## config.mk

```make
export PLATFORM = sky130hd
export DESIGN_NAME = hazard_scoreboard
export DESIGN_NICKNAME = d
export VERILOG_FILES = /design/src/rtl/hdu_pkg.sv /design/src/rtl/hdu_scoreboard.sv /design/src/rtl/hazard_scoreboard.sv
export SDC_FILE = /design/constraint.sdc
export NUM_CORES = 1
export LEC_CHECK = 0
export BUFFER_PORTS_ARGS = -buffer_cell sky130_fd_sc_hd__buf_4
export CAP_MARGIN = 5
export CORE_AREA = 4 4 111 113
export CTS_BUF_LIST = sky130_fd_sc_hd__clkbuf_8
export DETAILED_ROUTE_END_ITERATION = 16
export DIE_AREA = 0 0 115 117
export GPL_TIMING_DRIVEN = 0
export SYNTH_ARGS = -nofsm -noshare
export SYNTH_HDL_FRONTEND = slang
export SYNTH_SLANG_ARGS = --single-unit
```

## constraint.sdc

```tcl
create_clock -name i_clk -period 2.5 [get_ports i_clk]
set_clock_uncertainty 0.05 [all_clocks]
set_input_delay 0.25 -clock i_clk [delete_from_list [all_inputs] [get_ports i_clk]]
set_output_delay 0.25 -clock i_clk [all_outputs]
set_load 0.05 [all_outputs]
```

## src/rtl/hdu_pkg.sv

```systemverilog
// Shared decode helpers for the hazard scoreboard: RV32 opcode constants,
// forwarding-select encoding and operand-usage decode.
package hdu_pkg;

  localparam logic [6:0] OP_R     = 7'b0110011;
  localparam logic [6:0] OP_S     = 7'b0100011;
  localparam logic [6:0] OP_B     = 7'b1100011;
  localparam logic [6:0] OP_LUI   = 7'b0110111;
  localparam logic [6:0] OP_AUIPC = 7'b0010111;
  localparam logic [6:0] OP_JAL   = 7'b1101111;

  typedef enum logic [1:0] {
    FWD_RF  = 2'd0,
    FWD_MEM = 2'd1,
    FWD_WB  = 2'd2
  } fwd_sel_e;

  function automatic logic uses_rs1(input logic [6:0] opcode);
    return !(opcode == OP_LUI || opcode == OP_AUIPC || opcode == OP_JAL);
  endfunction

  function automatic logic uses_rs2(input logic [6:0] opcode);
    return (opcode == OP_R || opcode == OP_S || opcode == OP_B);
  endfunction

  // Stores and branches are the only formats without a destination register.
  function automatic logic writes_rd(input logic [6:0] opcode);
    return !(opcode == OP_S || opcode == OP_B);
  endfunction

endpackage

```

## src/rtl/hdu_scoreboard.sv

```systemverilog
// Pending-register scoreboard for variable-latency ops: per-register busy
// bits, a saturating outstanding-op counter and the full flag.
module hdu_scoreboard
  import hdu_pkg::*;
#(
  parameter int REG_AW      = 5,
  parameter int MAX_PENDING = 4
) (
  input  logic                   i_clk,
  input  logic                   i_reset,
  input  logic                   issue,
  input  logic [REG_AW-1:0]      issue_rd,
  input  logic                   done,
  input  logic [REG_AW-1:0]      done_rd,
  output logic [2**REG_AW-1:0]   pending,
  output logic                   sb_full
);

  localparam int NUM_REGS = 2**REG_AW;
  localparam int CNT_W    = $clog2(MAX_PENDING + 1);

  logic [NUM_REGS-1:0] pending_d;
  logic [CNT_W-1:0]    count_q;
  logic [CNT_W-1:0]    count_d;
  logic                issue_v;
  logic                done_v;

  assign issue_v = issue && (issue_rd != '0);
  assign done_v  = done && (done_rd != '0);

  always_comb begin
    pending_d = pending;
    count_d   = count_q;
    // Clear before set: a same-cycle done to the issuing register retires the older op.
    if (done_v)  pending_d[done_rd]  = 1'b0;
    if (issue_v) pending_d[issue_rd] = 1'b1;
    if (issue_v && !done_v && count_q != CNT_W'(MAX_PENDING))
      count_d = count_q + 1'b1;
    else if (done_v && !issue_v && count_q != '0)
      count_d = count_q - 1'b1;
  end

  always_ff @(posedge i_clk or negedge i_reset) begin
    if (!i_reset) begin
      pending <= '0;
      count_q <= '0;
    end else begin
      pending <= pending_d;
      count_q <= count_d;
    end
  end

  assign sb_full = (count_q == CNT_W'(MAX_PENDING));

endmodule

```

## src/rtl/hazard_scoreboard.sv

```systemverilog
// Hazard unit for the forwarding pipeline: stalls, redirect flushes, EX
// forwarding and a long-op scoreboard. HDU_PERF_CNT_EN adds perf counters.
module hazard_scoreboard
  import hdu_pkg::*;
#(
  parameter int REG_AW       = 5,
  parameter int FLUSH_CYCLES = 2,
  parameter int MAX_PENDING  = 4
) (
  input  logic              i_clk,
  input  logic              i_reset,
  input  logic [31:0]       instr_id,
  input  logic [31:0]       instr_ex,
  input  logic [31:0]       instr_mem,
  input  logic [31:0]       instr_wb,
  input  logic              rd_wren_ex,
  input  logic              rd_wren_mem,
  input  logic              rd_wren_wb,
  input  logic              is_load_ex,
  input  logic              pc_sel_ex,
  input  logic              lop_id,
  input  logic              lop_issue,
  input  logic              lop_done,
  input  logic [REG_AW-1:0] lop_done_rd,
  output logic              i_reset_pc,
  output logic              i_reset_if,
  output logic              i_reset_id,
  output logic              i_reset_ex,
  output logic              i_reset_mem,
  output logic              i_enable_pc,
  output logic              i_enable_if,
  output logic              i_enable_id,
  output logic              i_enable_ex,
  output logic              i_enable_mem,
  output logic [1:0]        fwd_rs1_sel,
  output logic [1:0]        fwd_rs2_sel,
  output logic              sb_full
`ifdef HDU_PERF_CNT_EN
  ,
  output logic [31:0]       stall_cycles,
  output logic [31:0]       flush_events
`endif
);

  localparam int NUM_REGS = 2**REG_AW;

  logic [REG_AW-1:0]   rs1_id, rs2_id, rd_id;
  logic [REG_AW-1:0]   rs1_ex, rs2_ex, rd_ex, rd_mem, rd_wb;
  logic                use_rs1, use_rs2, wr_rd;
  logic                load_use, sb_hit, waw, capacity, stall, hold;
  logic [NUM_REGS-1:0] pending;
  logic [3:0]          flush_cnt;
  logic                unused_bits;

  assign rs1_id = instr_id[15 +: REG_AW];
  assign rs2_id = instr_id[20 +: REG_AW];
  assign rd_id  = instr_id[7 +: REG_AW];
  assign rs1_ex = instr_ex[15 +: REG_AW];
  assign rs2_ex = instr_ex[20 +: REG_AW];
  assign rd_ex  = instr_ex[7 +: REG_AW];
  assign rd_mem = instr_mem[7 +: REG_AW];
  assign rd_wb  = instr_wb[7 +: REG_AW];

  assign unused_bits = ^{instr_id, instr_ex, instr_mem, instr_wb};

  // x0 is folded into the usage flags so no check below can match it.
  assign use_rs1 = uses_rs1(instr_id[6:0]) && (rs1_id != '0);
  assign use_rs2 = uses_rs2(instr_id[6:0]) && (rs2_id != '0);
  assign wr_rd   = writes_rd(instr_id[6:0]) && (rd_id != '0);

  hdu_scoreboard #(
    .REG_AW      (REG_AW),
    .MAX_PENDING (MAX_PENDING)
  ) u_scoreboard (
    .i_clk    (i_clk),
    .i_reset  (i_reset),
    .issue    (lop_issue),
    .issue_rd (rd_ex),
    .done     (lop_done),
    .done_rd  (lop_done_rd),
    .pending  (pending),
    .sb_full  (sb_full)
  );

  assign load_use = is_load_ex && rd_wren_ex && (rd_ex != '0) &&
                    ((use_rs1 && rs1_id == rd_ex) || (use_rs2 && rs2_id == rd_ex));
  assign sb_hit   = (use_rs1 && pending[rs1_id]) || (use_rs2 && pending[rs2_id]);
  assign waw      = wr_rd && pending[rd_id];
  assign capacity = lop_id && sb_full;
  assign stall    = load_use || sb_hit || waw || capacity;
  // A redirect squashes the stalled ID instruction, so it overrides the stall.
  assign hold     = i_reset && stall && !pc_sel_ex;

  always_ff @(posedge i_clk or negedge i_reset) begin
    if (!i_reset)
      flush_cnt <= '0;
    else if (pc_sel_ex)
      flush_cnt <= 4'(FLUSH_CYCLES - 1);
    else if (flush_cnt != '0)
      flush_cnt <= flush_cnt - 1'b1;
  end

  assign i_reset_pc  = i_reset;
  assign i_reset_if  = i_reset && !pc_sel_ex && (flush_cnt == '0);
  assign i_reset_id  = i_reset && !pc_sel_ex;
  assign i_reset_ex  = i_reset && !pc_sel_ex && !stall;
  assign i_reset_mem = i_reset;

  assign i_enable_pc  = !hold;
  assign i_enable_if  = !hold;
  assign i_enable_id  = !hold;
  assign i_enable_ex  = 1'b1;
  assign i_enable_mem = 1'b1;

  function automatic fwd_sel_e fwd_pick(input logic [REG_AW-1:0] rs,
                                        input logic mem_wr, input logic [REG_AW-1:0] mem_rd,
                                        input logic wb_wr,  input logic [REG_AW-1:0] wb_rd);
    if (rs == '0)                  return FWD_RF;
    if (mem_wr && mem_rd == rs)    return FWD_MEM;
    if (wb_wr && wb_rd == rs)      return FWD_WB;
    return FWD_RF;
  endfunction

  assign fwd_rs1_sel = i_reset ? fwd_pick(rs1_ex, rd_wren_mem, rd_mem, rd_wren_wb, rd_wb) : FWD_RF;
  assign fwd_rs2_sel = i_reset ? fwd_pick(rs2_ex, rd_wren_mem, rd_mem, rd_wren_wb, rd_wb) : FWD_RF;

`ifdef HDU_PERF_CNT_EN
  always_ff @(posedge i_clk or negedge i_reset) begin
    if (!i_reset) begin
      stall_cycles <= '0;
      flush_events <= '0;
    end else begin
      if (stall)     stall_cycles <= stall_cycles + 32'd1;
      if (pc_sel_ex) flush_events <= flush_events + 32'd1;
    end
  end
`endif

endmodule
```

==> results.ini, run 1 <==
[floorplanning]
die-area_um2=13460
core_area_um2=11320
die_width_um=115
start_util_pct=28.50
die_height_um=117
core.rowCount=39
pin_count=158

[drt]
wl_met1_um=4613
met3_length_um=877
firstDrtPassIters=5
drc=0
drt-initial-drc-count=248
final_antenna_net_count=0
top_layer=met4
vias=3082
wl_met2_um=4542
wire_per_inst_um=17.88
viasPerCell=5.426
wl_um=10160

[sta]
worst_pin_slew_ns=0.6571
setup_viol=4
grt_setup_unrepaired=true
slew_headroom_pct=56.19
finalHoldViolCount=0
finalCritPeriodShare_pct=110.2
setup_slack_ns=-0.2551
layout_min_cycle_time_ns=2.755
clock.fmax_mhz=363.0
whs_ns=0.08742
slew_viol_final=0
fin_setup_tns_ns=-0.9389

[clock_tree]
clock_latency_ns=0.29
path_clk_slew_ns=0.08
cts_tree=built
cts_max_level=2
clockBufferDepth=2
cts.sinks=39
cts_buffers=5
clockRootBuffer=clkbuf_8

[cells_and_area]
nNetsFinal=569
final_core_util_pct=36.07
drive_above_1_share_pct=27.53
antenna_cells=0
nFillCells=1161
syn_to_final_growth_pct=26.56

[global_routing]
grt_pass1_vias=3093
grtUsageTotal_pct=15.07
grt.overflow.total=0
grt_max_degree=47
antenna_found_initial=0
grt_first_pass_wirelength_um=15840

[power_and_ir_drop]
ir_drop_mv=0.3094
pwr_density_cell_nw_per_um2=602.1
p_leak_nw=1.666
total_power_mw=2.459

[synthesis]
synth_area_um2=3227
synth_cells=346
ys_seq_area_share_pct=30.24
synthTopCellsByCount=o21ai_0 (67), dfrtp_1 (39), mux2i_1 (25), nor2_1 (21), xnor2_1 (19)
async_flop_share_pct=100.0
synth_top_cell_by_area=dfrtp_1
ys.flop_type=dfrtp_1
yosysWarnings=0
syn_avg_cell_area_um2=9.326
synth_edf_count=0
synth.most_common_cell=o21ai_0
synth_seq_cells=39
synth_area_leaders=dfrtp_1 (30%), o21ai_0 (10%), mux2i_1 (7.8%)
synth_top_area_share_pct=30.24
ys_types=53

[hold_path]
hp-class=input port to flip-flop
min_path_cells=2

[setup_path]
crit_top_cell=mux2i_1
arrival_ns=2.46
critPathRequiredTime_ns=2.20
worst-path-stages=8
startpoint_type=flip-flop
cpMaxStageDelayCell=mux4_2
crit_type=flip-flop to output port
crit_fanout=4
cp_num_buf_inv=2
reg2regPathDepth=5
cp_top_family=multiplexers
cpPeakStageDelay_ns=0.49
worstPathCellList=mux4_2, mux2i_1, mux2i_1, a2111oi_4, o32ai_2, buf_4, nor3_4, buf_6
endpoint_kind=output port

[place]
place_hpwl_um=7754
dp_slack_ns=-0.2768
place.gp.congestion=0.9025
portBuffers=63

[outcome]
violations=negative setup slack
status=complete, but fails checks

[run]
max_cap_violations=0

==> through the flow <==
| stage | cell area (µm²) | cells |
|---|---|---|
| 3_3_place_gp | 3906 | 553 |
| 3_5_place_dp | 3906 | 553 |
| 2_1_floorplan | 3254 | 347 |
| 6_report | 4084 | 568 |
| 4_1_cts | 4068 | 568 |
| 5_1_grt | 4084 | 568 |
==> logic make-up (layout without fill, tap and decap cells) <==
family                   Yosys count  count (layout)  share of synthesized area [%]
other                              1               2                         0.1162
AO/OA/AOI/OAI                    103             103                          19.04
multiplexers                      41              41                          18.46
flip-flops                        39              39                          30.24
buffers and inverters             27             105                          4.808
XOR/XNOR                          32              32                          8.686
adder cells (fa/ha/maj)            2               2                          1.008
AND/OR/NAND/NOR                  101             101                          17.64
==> final timing paths <==
kind | from | to | slack (ns)
max in group asynchronous | i_reset | u_scoreboard.pending[23] | 1.57
max reg2reg | u_scoreboard.count_q[0] | u_scoreboard.count_q[1] | 0.73
max | u_scoreboard.pending[25] | i_reset_ex | -0.26
min in group asynchronous | i_reset | u_scoreboard.count_q[0] | 0.43
min | pc_sel_ex | flush_cnt[2] | 0.09
min reg2reg | u_scoreboard.pending[0] | u_scoreboard.pending[0] | 0.47
==> layer usage <==
layer	vias to the layer above	global-route usage [%]
met5	-	0
met4	0	3.834
met3	12	2.725
met2	148	23.96
met1	1479	21.29
li1	1443	-
==> power breakdown <==
group / switching [mW] / internal, mW / leakage (nW)
Sequential: 0.188 / 0.796 / 0.480
Clock: 0.247 / 0.194 / 0.0402
Combinational: 0.530 / 0.504 / 1.15
Total: 0.965 / 1.49 / 1.67
==> final cells by class <==
cell class	instances	area [µm²]	area share, %
inverters	6	22.52	0.5515
plain buffers	21	148.9	3.646
repair buffers	70	550.5	13.48
flip-flops and latches	39	975.9	23.90
clock buffers	5	68.82	1.685
well taps	143	178.9	4.381
clock inverters	3	20.02	0.4902
multi-input cells	281	2118	51.87
==> flip-flops by register name, summed over array words and instances, names as in the netlist <==
name,count
u_scoreboard.pending,32
flush_cnt,4
u_scoreboard.count_q,3
==> what timing repair did <==
item                                    4_1_cts  5_1_grt
setup buffers                                 6        0
gates resized for setup                       8        2
gates cloned                                  0        0
hold buffers                                  1        0
hold endpoints to repair                     39        0
endpoints found under the setup margin        4        4
pin swaps                                     3        1
==> cell usage in the layout (no fill, tap or decap), drive strengths merged, types with 3 or more instances in the layout <==
master	count
buf	83
o21ai	68
dfrtp	39
mux2i	25
nor2	21
xnor2	19
nand2	14
xor2	13
mux4	13
nand3b	12
clkbuf	12
nand3	10
a21oi	10
a22oi	8
nand2b	7
nor3	7
inv	6
nor4	6
nand4	4
nor2b	4
or3b	3
or4	3
mux2	3
a211oi	3
or3	3
(Power assumes the default switching activity.)
==> run 2, diff against run 1 <==
--- a/config.mk
+++ b/config.mk
@@ -7,10 +7,10 @@
 export LEC_CHECK = 0
 export BUFFER_PORTS_ARGS = -buffer_cell sky130_fd_sc_hd__buf_4
 export CAP_MARGIN = 5
-export CORE_AREA = 4 4 111 113
+export CORE_AREA = 4 4 109 111
 export CTS_BUF_LIST = sky130_fd_sc_hd__clkbuf_8
 export DETAILED_ROUTE_END_ITERATION = 16
-export DIE_AREA = 0 0 115 117
+export DIE_AREA = 0 0 113 115
 export GPL_TIMING_DRIVEN = 0
 export SYNTH_ARGS = -nofsm -noshare
 export SYNTH_HDL_FRONTEND = slang
==> run 2 against run 1 <==
Net effect:
- the run still ends with negative setup slack left
- sequential power barely moved
- critical path depth did not move
- register-to-register slack got worse by 0.04 ns
- hold slack got worse by 0.0065 ns
- design area rose by 1.5%
==> results.ini, run 2 (synthesis results as in run 1) <==
[place]
place_hpwl_um=7943
dp_slack_ns=-0.4231
portBuffers=63
placed_cells=550
place.gp.congestion=0.8524

[cells_and_area]
multiInputGateArea_um2=2123
regArea_um2=975.9
regMostFlops=u_scoreboard.pending
final_common_cell=buf_4
syn_to_final_growth_pct=28.42
antenna_cells=0
nFillCells=1072
drive_above_1_share_pct=28.70
fin_cells=572
nNetsFinal=576
largest_register_ff_count=32
final_cell_mix=buf_4 (78), o21ai_0 (67), dfrtp_1 (39)
reg_top3=u_scoreboard.pending: 32 flops, flush_cnt: 4 flops, u_scoreboard.count_q: 3 flops

[global_routing]
met2_usage_pct=23.82
grt.overflow.total=0
grt_use_met3_pct=3.105
antenna_found_initial=0
grt_first_pass_wirelength_um=16310
grt_pass1_vias=3140
top_usage_layer=met2
use_met1_pct=22.81
grtUsageTotal_pct=15.87
grt_max_degree=47

[clock_tree]
clockBufferDepth=2
cts_tree=built
cts.sinks=39
clock_latency_ns=0.30
path_clk_slew_ns=0.08
clockRootBuffer=clkbuf_8
cts_buffers=5
cts_max_level=2

[hold_path]
min_path_cells=2
min_to=flush_cnt[2]
hp-class=input port to flip-flop
hp-start=pc_sel_ex

[sta]
slew_headroom_pct=54.26
fin_setup_tns_ns=-1.246
worst_pin_slew_ns=0.6861
finalHoldViolCount=0
slew_viol_final=0
setup_slack_ns=-0.3432
whs_ns=0.08090
setup_viol=4
clock.fmax_mhz=351.7
finalCritPeriodShare_pct=113.7
layout_min_cycle_time_ns=2.843
grt_setup_unrepaired=true

[floorplanning]
core.rowCount=38
start_util_pct=29.90
core_area_um2=10790
die_height_um=115
die_width_um=113
pin_count=158
die-area_um2=13000

[setup_path]
reg2regPathDepth=5
critPathRequiredTime_ns=2.20
crit_type=flip-flop to output port
r2r_end=u_scoreboard.count_q[1]
crit_fanout=4
startpoint_type=flip-flop
endpoint_kind=output port
rr_startpoint=u_scoreboard.count_q[0]
r2r_slack_ns=0.69
arrival_ns=2.54

[drt]
vias=3152
drc=0
firstDrtPassIters=4
wl_um=10520
drt-initial-drc-count=175
viasPerCell=5.510
wire_per_inst_um=18.40
final_antenna_net_count=0

[outcome]
status=complete, but fails checks
violations=negative setup slack

[run]
max_cap_violations=0

[power_and_ir_drop]
p_leak_nw=1.708
pwr_density_cell_nw_per_um2=617.0
ir_drop_mv=0.2373
total_power_mw=2.557

run 2: changes by cell type in the layout (fill, tap and decap cells not counted):
cell and delta:
clkinv_2 -1, o32ai_4 +1, clkinv_4 +1, clkbuf_8 +1, buf_6 -1, nor3_2 +1, nor3_4 -1, o32ai_2 -1
clkinvlp_4 -1, buf_4 +8
run 2: critical path, cell delays in order, from the launching register on:
cell	delay, ns
dfrtp_1	0.43
mux4_2	0.50
mux2i_1	0.14
mux2i_1	0.13
a2111oi_4	0.43
o32ai_4	0.17
o21ai_4	0.19
buf_6	0.12
buf_8	0.13
run 2: where the power goes:
group,internal (mW),switching [mW],leakage [nW]
Combinational,0.539,0.555,1.18
Clock,0.226,0.255,0.0474
Sequential,0.796,0.186,0.480
run 2: worst max path at each step:
stage,from,endpoint,slack [ns],cells after the start
after floorplan,instr_id[15],i_reset_ex,-0.04,7
after CTS,u_scoreboard.pending[23],i_enable_pc,-0.34,8
after global routing,u_scoreboard.pending[24],i_enable_pc,-0.48,8
after global placement,instr_ex[9],i_enable_if,-0.43,9
final,u_scoreboard.pending[24],i_enable_if,-0.34,8
after detailed placement,instr_ex[9],i_enable_pc,-0.42,9
run 2: what timing repair did:
item                                    4_1_cts  5_1_grt
hold endpoints to repair                     39        0
hold buffers                                  1        0
pin swaps                                     3        0
endpoints found under the setup margin        4        4
resized for setup                             9        0
buffers inserted                              7        6
run 2: layout make-up:
type	instances	area share (%)
Clock buffer	6	1.993
Multi-Input combinational cell	281	51.24
Clock inverter	2	0.3925
Timing Repair Buffer	77	14.46
Tap cell	140	4.227
Sequential cell	39	23.55
Buffer	21	3.593
Inverter	6	0.5435
run 2: per-layer routing:
| layer | wire, µm | vias up |
|---|---|---|
| met5 | 0 | - |
| met3 | 922 | 20 |
| met4 | 197 | 0 |
| met1 | 4754 | 1527 |
| li1 | - | 1463 |
| met2 | 4648 | 142 |
run 2: stage by stage:
step,cell area [µm²],utilization [%]
3_3_place_gp,3902,36.16
6_report,4144,38.40
4_1_cts,4099,37.98
2_1_floorplan,3254,-
3_5_place_dp,3902,36.16
5_1_grt,4144,38.40
